## config.mk

```make
export PLATFORM = sky130hd
export DESIGN_NAME = stepper_sequencer
export DESIGN_NICKNAME = d
export VERILOG_FILES = /design/src/rtl/stepper_sequencer.sv
export SDC_FILE = /design/constraint.sdc
export NUM_CORES = 1
export LEC_CHECK = 0
export ABC_CLOCK_PERIOD_IN_PS = 3300
export BUFFER_PORTS_ARGS = -buffer_cell sky130_fd_sc_hd__buf_2
export CAP_MARGIN = 5
export CELL_PAD_IN_SITES_DETAIL_PLACEMENT = 1
export CELL_PAD_IN_SITES_GLOBAL_PLACEMENT = 1
export CORE_UTILIZATION = 44
export CTS_CLUSTER_SIZE = 40
export DETAILED_ROUTE_END_ITERATION = 16
export PLACE_DENSITY = 0.78
export SLEW_MARGIN = 30
export SYNTH_ARGS = -nofsm -noshare
export SYNTH_HDL_FRONTEND = slang
export SYNTH_SLANG_ARGS = --single-unit
```

## constraint.sdc

```tcl
create_clock -name clk -period 3.3 [get_ports clk]
set_input_delay 0.66 -clock clk [delete_from_list [all_inputs] [get_ports clk]]
set_output_delay 0.66 -clock clk [all_outputs]
set_load 0.02 [all_outputs]
```

## src/rtl/stepper_sequencer.sv

```systemverilog
`default_nettype none
// ============================================================================
// Module      : stepper_sequencer
// Description : Unipolar stepper driver with wave, full-step and half-step
//               sequencing, programmable period and bounded/continuous runs.
// Revision    : 1.0
// ============================================================================
module stepper_sequencer #(
    parameter int PERIOD_W   = 16,
    parameter int STEPS_W    = 16,
    parameter int POS_W      = 24,
    parameter bit ACTIVE_LOW = 1'b1,
    parameter bit HOLD_EN    = 1'b1
) (
    input  logic                clk,
    input  logic                rst_n,
    input  logic [1:0]          mode,
    input  logic                direction,
    input  logic [PERIOD_W-1:0] period,
    input  logic [STEPS_W-1:0]  steps,
    input  logic                continuous,
    input  logic                start,
    input  logic                stop,
    output logic [3:0]          drive,
    output logic                busy,
    output logic                done,
    output logic [POS_W-1:0]    position
);

    localparam logic [0:0] c_S_IDLE = 1'b0;
    localparam logic [0:0] c_S_RUN  = 1'b1;
    localparam logic [3:0] c_OFF    = ACTIVE_LOW ? 4'b1111 : 4'b0000;

    logic [0:0]          r_state;
    logic [0:0]          w_state_next;
    logic [2:0]          r_idx;
    logic [PERIOD_W-1:0] r_tick;
    logic [PERIOD_W-1:0] r_period;
    logic [STEPS_W-1:0]  r_remaining;
    logic [POS_W-1:0]    r_pos;
    logic [1:0]          r_mode;
    logic                r_cont;
    logic                r_done;
    logic                r_energised;

    logic                w_start_accept;
    logic                w_step;
    logic                w_done_next;
    logic [PERIOD_W-1:0] w_period_eff;
    logic [2:0]          w_inc;
    logic [2:0]          w_idx_next;
    logic [3:0]          w_coils;
    logic                w_on;

    assign w_period_eff = (period == '0) ? PERIOD_W'(1) : period;

    // Half-step always moves by one; wave/full jump two when already on the
    // target parity, otherwise one to snap onto it.
    always_comb begin
        w_inc = 3'd1;
        if (r_mode != 2'b10) begin
            w_inc = (r_idx[0] == (r_mode == 2'b01)) ? 3'd2 : 3'd1;
        end
        w_idx_next = direction ? (r_idx + w_inc) : (r_idx - w_inc);
    end

    // State register
    always_ff @(posedge clk or negedge rst_n) begin
        if (!rst_n) begin
            r_state <= c_S_IDLE;
            r_done  <= 1'b0;
        end else begin
            r_state <= w_state_next;
            r_done  <= w_done_next;
        end
    end

    // Next-state logic
    always_comb begin
        w_state_next   = r_state;
        w_start_accept = 1'b0;
        w_step         = 1'b0;
        w_done_next    = 1'b0;
        case (r_state)
            c_S_IDLE: begin
                if (start) begin
                    if (steps == '0 && !continuous) begin
                        w_done_next = 1'b1;
                    end else begin
                        w_start_accept = 1'b1;
                        w_state_next   = c_S_RUN;
                    end
                end
            end
            c_S_RUN: begin
                if (stop) begin
                    w_done_next  = 1'b1;
                    w_state_next = c_S_IDLE;
                end else if (r_tick == '0) begin
                    w_step = 1'b1;
                    if (!r_cont && r_remaining == STEPS_W'(1)) begin
                        w_done_next  = 1'b1;
                        w_state_next = c_S_IDLE;
                    end
                end
            end
            default: w_state_next = c_S_IDLE;
        endcase
    end

    // Datapath: latched run parameters, tick counter, phase index, position
    always_ff @(posedge clk or negedge rst_n) begin
        if (!rst_n) begin
            r_idx       <= 3'd0;
            r_tick      <= '0;
            r_period    <= PERIOD_W'(1);
            r_remaining <= '0;
            r_pos       <= '0;
            r_mode      <= 2'b00;
            r_cont      <= 1'b0;
            r_energised <= 1'b0;
        end else if (w_start_accept) begin
            r_mode      <= mode;
            r_period    <= w_period_eff;
            r_cont      <= continuous;
            r_remaining <= steps;
            r_tick      <= w_period_eff - PERIOD_W'(1);
            r_energised <= 1'b1;
        end else if (w_step) begin
            r_idx  <= w_idx_next;
            r_pos  <= direction ? (r_pos + POS_W'(1)) : (r_pos - POS_W'(1));
            r_tick <= r_period - PERIOD_W'(1);
            if (!r_cont) begin
                r_remaining <= r_remaining - STEPS_W'(1);
            end
        end else if (r_state == c_S_RUN && !stop) begin
            r_tick <= r_tick - PERIOD_W'(1);
        end
    end

    // Output logic
    always_comb begin
        case (r_idx)
            3'd0:    w_coils = 4'b1000;
            3'd1:    w_coils = 4'b1100;
            3'd2:    w_coils = 4'b0100;
            3'd3:    w_coils = 4'b0110;
            3'd4:    w_coils = 4'b0010;
            3'd5:    w_coils = 4'b0011;
            3'd6:    w_coils = 4'b0001;
            default: w_coils = 4'b1001;
        endcase
        busy     = (r_state == c_S_RUN);
        w_on     = busy || (HOLD_EN && r_energised);
        drive    = w_on ? (ACTIVE_LOW ? ~w_coils : w_coils) : c_OFF;
        done     = r_done;
        position = r_pos;
    end

endmodule
`default_nettype wire

```

==> run_results.csv, run 1 <==
group,metric,value,unit
outcome,status,"finished clean",
grt,grt_pass1_wl,24600,microns
setup_path,rrSetupSlack,0.45,ns
sta,hold_viol,0,
finish,stdcell_count,842,
sta,max-slew-margin-rel,55.6,%
finish,syn_to_final_growth,19.9,%
clocking,cts-root-buf,"clkbuf_16",
yosys,synthFlopType,"dfrtp_1",
sta,grt_setup_unrepaired,"false",
drt,detail-route-antenna-nets,0,
finish,postLayoutCellArea,6180,sq um
sta,setup_viol,0,
sta,min_period,3.02,ns
grt,antenna_found_initial,0,
setup_path,crit_path_top_delay_cell,"ha_1",
clocking,cts_buffers,9,
setup_path,cp.required,3.53,ns
setup_path,crit_arrival,3.25,ns
clocking,path_clk_slew,0.06,ns
power_and_ir_drop,ir_worst_vdd,0.293,mV
yosys,avgSynthCellArea,8.53,sq um
clocking,cts_hold_buf,0,
grt,first_global_vias,4940,
yosys,yosysTopAreaCellShare,38.8,%
place,placedCellCount,827,
drt,routed_wl,14600,microns
clocking,cts_setup_buffers,0,
drt,wl_per_cell,17.4,microns
clocking,cts_sinks,81,
yosys,synth_nets,671,
place,place_hpwl,11100,microns
finish,post-route-util,54.1,%
yosys,yosysUniqueCellTypes,60,
die,ios,70,
die,die_y,110,microns
yosys,synth_seq_area_share,39.3,%
clocking,clkLatencyLatePin,0.35,ns
yosys,netlist_instances,604,
finish,n_antenna_cell,0,
drt,avgViaCountPerCell,5.73,
yosys,async_flop_share,100,%
finish,nets,762,
setup_path,slowest_delay,0.32,ns
yosys,ys_ff_latch,81,
setup_path,path_cells,"buf_2 -> inv_1 -> buf_4 -> ha_1 -> a21oi_1 -> o21ai_0 -> a31o_2 -> a21o_1 -> a21o_1 -> a21oi_1 -> xnor2_1 -> o21ai_0",
drt,drc,0,
drt,drtIter0Drc,238,
die,die_area,12200,sq um
yosys,synth_area_leaders,"dfrtp_1, nand2_1, ha_1, o21ai_0, xnor2_1",
grt,grt_max_degree,49,
drt,drt-pass1-iter-count,4,
job,drv_cap,0,
drt,num_vias,4824,
sta,min_period_over_period,91.6,%
sta,final.setup.tns,0,ns
setup_path,startpoint_type,"primary input",
setup_path,endpoint_kind,"flop",
grt,overflow,0,
die,initial_core_util,45.1,%
place,placed_area,5850,sq um
yosys,yosysTopAreaCell,"dfrtp_1",
hold_path,hold_class,"primary input to asynchronous set/reset pin",
die,row_count,39,
clocking,cts_tree,"built",
finish,drive_gt1_share,19.9,%
finish,layout_common_cells,"nand2_1, dfrtp_1, buf_2",
place,gp_congestion,0.900,
power_and_ir_drop,powerDensity,542,nW/um^2
clocking,cts_max_path_buffers,2,
finish,layout_commonest_cell,"nand2_1",
clocking,cts_resized,0,
sta,drv_slew,0,
sta,clock_skew,0.00710,ns
power_and_ir_drop,leakagePower,0.00295,uW
setup_path,critical_path_class,"primary input to flop",
grt,grt_usage,26.4,%
yosys,synth-edff-count,0,
die,die_w,110,microns
yosys,syn_area,5150,sq um
sta,fmax,0.331,GHz
place,io_buffer_count,69,
die,core-area,11400,sq um
setup_path,path_max_fanout,17,
clocking,cts-htree-levels,3,
sta,worst_pin_slew,0.664,ns
yosys,yosysWarnings,0,
Yosys cell counts (2+ instances only):
cell type	instances
a21oi_1	28
and3_1	2
o21ai_1	11
ha_1	25
a31oi_1	16
nor2b_1	3
fa_1	2
or3_1	3
nor3_1	15
o21bai_1	4
nor4_1	11
xor2_1	19
clkbuf_1	19
o211ai_1	11
mux2i_1	3
nand2_1	128
buf_2	3
inv_1	16
o21ai_0	55
o21ai_2	2
xnor2_1	26
nand3_1	15
nand4_1	4
buf_4	2
a21o_1	11
o21a_1	7
o31ai_1	5
and2_1	3
nor4_2	3
nor2_1	32
dfrtp_1	80
a211o_1	2
o221ai_1	4
a211oi_1	3
a31o_2	3
nand2b_1	4
final timing paths:
path / startpoint / end / cells past startpoint
min reg2reg: r_period[11] / r_period[11] / 2
min: rst_n / r_energised / 1
min in group clk: r_period[11] / r_period[11] / 2
max: direction / position[12] / 12
max reg2reg: r_tick[10] / r_tick[15] / 8
max in group asynchronous: rst_n / position[9] / 2
critical path: cells and delay by family:
| family | cells | cell delay, ns |
|---|---|---|
| buffers and inverters | 3 | 0.69 |
| adders and majority gates | 1 | 0.32 |
| xor gates and xnor gates | 1 | 0.13 |
| AOI/OAI and AO/OA | 7 | 1.44 |
final cells by class:
| type | count | area (sq um) |
|---|---|---|
| Sequential cell | 81 | 2030 |
| Clock inverter | 2 | 60.1 |
| Inverter | 16 | 60.1 |
| Tap cell | 143 | 179 |
| Timing Repair Buffer | 105 | 618 |
| Multi-Input combinational cell | 482 | 2970 |
| Fill cell | 1410 | 5240 |
| Clock buffer | 13 | 270 |
per-layer routing:
| layer | GRT usage [%] | routed length [microns] | vias to the layer above |
|---|---|---|---|
| li1 | - | - | 2331 |
| met1 | 33.4 | 6590 | 2369 |
| met2 | 44.5 | 7210 | 99 |
| met3 | 4.12 | 471 | 25 |
| met4 | 11.6 | 375 | 0 |
| met5 | 0 | 0 | - |
through the flow:
| stage | hold slack, ns | setup WS, ns | power [uW] |
|---|---|---|---|
| 2_1_floorplan | 0.364 | 0.158 | 1870 |
| 3_3_place_gp | 0.461 | 0.0529 | 2170 |
| 3_5_place_dp | 0.462 | -0.0666 | 2220 |
| 4_1_cts | 0.348 | 0.276 | 3380 |
| 5_1_grt | 0.379 | 0.0417 | 3550 |
| 6_report | 0.330 | 0.278 | 3350 |
kinds of logic (layout without fill, tap and decap cells):
family                     Yosys count  after routing  share of synthesized area, %
and+or+nand+nor                    235            235                          21.6
AOI/OAI and AO/OA                  172            172                          20.8
DFF                                 81             81                          39.3
xor gates and xnor gates            45             45                          7.65
buffers and inverters               41            136                          3.20
adders and majority gates           27             27                          6.84
muxes                                3              3                         0.583
flip-flops by register name, indices dropped and copies added, names as in the netlist:
signal and flops:
r_cont 1, r_mode 2, r_idx 3, r_remaining 16, r_tick 16, busy 1
r_energised 1, done 1, position 24, r_period 16
power by group:
group / internal (uW) / leakage, uW / switching (uW) / total [uW]
clock network: 721 / 0.000162 / 411 / 1130
registers: 1170 / 0.00103 / 194 / 1370
logic: 371 / 0.00176 / 480 / 851
total: 2260 / 0.00295 / 1090 / 3350
No activity file was read; power rests on OpenSTA's default activity.
==> inputs of run 2 (changes only) <==
--- a/config.mk
+++ b/config.mk
@@ -13,7 +13,7 @@
 export CORE_UTILIZATION = 44
 export CTS_CLUSTER_SIZE = 40
 export DETAILED_ROUTE_END_ITERATION = 16
-export PLACE_DENSITY = 0.78
+export PLACE_DENSITY_LB_ADDON = 0.1
 export SLEW_MARGIN = 30
 export SYNTH_ARGS = -nofsm -noshare
 export SYNTH_HDL_FRONTEND = slang
==> run 2 against run 1 <==
  * Hold slack improved by 0.020 ns
  * Routed wire length is 0.19% lower
  * Clock-buffer cell count decreased by 3
  * Clock power shrank 9%
  * Global-route usage up 0.11 points
  * Sequential share of layout area rose by 0.32 points
  * Via count fell by 1.2%
  * Cell count down 0.36%
  * Power fell by 3.8%
  * First-iteration DRC count down 14%
  * Critical path type unchanged
  * Critical endpoint is now position[23]
  * Highest routed layer unchanged
==> run_results.csv, run 2 (synthesized netlist as in run 1, its figures left out) <==
group,metric,value,unit
drt,dr_wl_met3,437,microns
place,placed_area,5820,sq um
drt,wl_met2,7280,microns
setup_path,reg2reg_from,"busy",
clocking,cts_resized,0,
finish,layout_commonest_cell,"nand2_1",
grt,grt_max_degree,82,
job,drv_cap,0,
sta,worst_pin_slew,0.788,ns
outcome,status,"finished clean",
power_and_ir_drop,leakagePower,0.00292,uW
sta,min_period_over_period,91.2,%
finish,syn_to_final_growth,18.7,%
finish,stdcell_count,839,
finish,largest_reg_flops,24,
setup_path,cp.required,3.58,ns
clocking,cts_sinks,81,
hold_path,hold_class,"primary input to asynchronous set/reset pin",
die,row_count,39,
sta,drv_slew,0,
sta,max-slew-margin-rel,47.5,%
grt,grt_usage,26.5,%
drt,highest_layer,"met4",
sta,clock_skew,0.00816,ns
setup_path,r2r-end,"r_tick[14]",
drt,avgViaCountPerCell,5.68,
place,io_buffer_count,69,
drt,detail-route-antenna-nets,0,
clocking,cts_tree,"built",
sta,final.setup.tns,0,ns
drt,routed_wl,14600,microns
power_and_ir_drop,ir_worst_vdd,0.247,mV
clocking,cts_setup_buffers,0,
sta,hold_viol,0,
setup_path,rrSetupSlack,0.33,ns
place,gp_congestion,0.842,
clocking,clkLatencyLatePin,0.35,ns
setup_path,worst_r2r_path_depth,12,
finish,drive_gt1_share,19.7,%
finish,n_antenna_cell,0,
finish,nets,758,
sta,grt_setup_unrepaired,"false",
die,die_y,110,microns
grt,overflow,0,
drt,drc,0,
die,ios,70,
sta,hold_ws,0.349,ns
sta,min_period,3.01,ns
setup_path,path_max_fanout,8,
grt,grt_pass1_wl,24600,microns
finish,layout_common_cells,"nand2_1, dfrtp_1, buf_2",
drt,drtIter0Drc,205,
clocking,path_clk_slew,0.06,ns
die,die_w,110,microns
setup_path,endpoint_kind,"flop",
finish,postLayoutCellArea,6120,sq um
drt,num_vias,4767,
setup_path,startpoint_type,"primary input",
drt,wl_per_cell,17.4,microns
sta,setup_viol,0,
place,place_hpwl,10700,microns
die,die_area,12200,sq um
grt,first_global_vias,4990,
clocking,cts_hold_buf,0,
clocking,cts_buffers,9,
drt,drt-pass1-iter-count,4,
sta,fmax,0.332,GHz
grt,antenna_found_initial,0,
power_and_ir_drop,powerDensity,527,nW/um^2
place,placedCellCount,823,
clocking,cts-root-buf,"clkbuf_16",
setup_path,crit_arrival,3.29,ns
die,core-area,11400,sq um
drt,met1_length,6640,microns
clocking,cts_max_path_buffers,2,
clocking,cts-htree-levels,3,
die,initial_core_util,45.1,%
setup_path,critical_path_class,"primary input to flop",
## run 2: changes by cell type in the layout (fill, tap and decap cells not counted)
cell        change
bufinv_16       -1
clkbuf_8        -2
clkinv_2        +4
clkinvlp_4      +1
buf_6           +1
buf_4           -5
clkbuf_1        -1
## run 2: per-layer routing
layer	GRT usage [%]	vias to the layer above
met3	4.17	18
met2	45.9	88
met4	10.2	0
met1	33.0	2337
met5	0	-
li1	-	2324
## run 2: worst max-delay path by stage
stage          cells past startpoint      start            to  slack (ns)
2_1_floorplan                     13   steps[0]    r_tick[14]        0.16
3_3_place_gp                      14   steps[0]    r_tick[14]      -0.005
3_5_place_dp                      11  direction  position[23]      -0.005
4_1_cts                           12       busy    r_tick[14]        0.30
5_1_grt                           14   steps[0]    r_tick[14]        0.04
6_report                          11  direction  position[23]        0.29
## run 2: final cells by class
| type | instances | area (sq um) |
|---|---|---|
| fill | 1387 | 5300 |
| inverter | 16 | 60.1 |
| clock buffer | 10 | 239 |
| tap | 143 | 179 |
| multi-input combinational | 482 | 2970 |
| timing repair buffer | 101 | 592 |
| sequential | 81 | 2030 |
| clock inverter | 6 | 57.6 |
## run 2: power by group
| group | leakage, uW | total, uW | switching (uW) | internal, uW |
|---|---|---|---|---|
| sequential | 0.00103 | 1360 | 183 | 1170 |
| combinational | 0.00174 | 840 | 480 | 360 |
| clock | 0.000148 | 1030 | 427 | 601 |
## run 2: per-stage QoR
step	util, %	worst slack, ns	total power, uW
after floorplan	-	0.158	1870
after global placement	51.0	-0.00482	2160
after detailed placement	51.0	-0.00458	2210
after CTS	53.6	0.297	3250
after global routing	53.6	0.0445	3420
final	53.6	0.290	3220
## run 2: critical path: stages
cell	delay [ns]
buf_2	0.12
inv_1	0.16
ha_1	0.39
o21ai_0	0.16
o21a_1	0.23
o221ai_1	0.38
nand4_1	0.18
a21oi_1	0.36
nor2_1	0.11
a311oi_1	0.36
xnor2_1	0.16
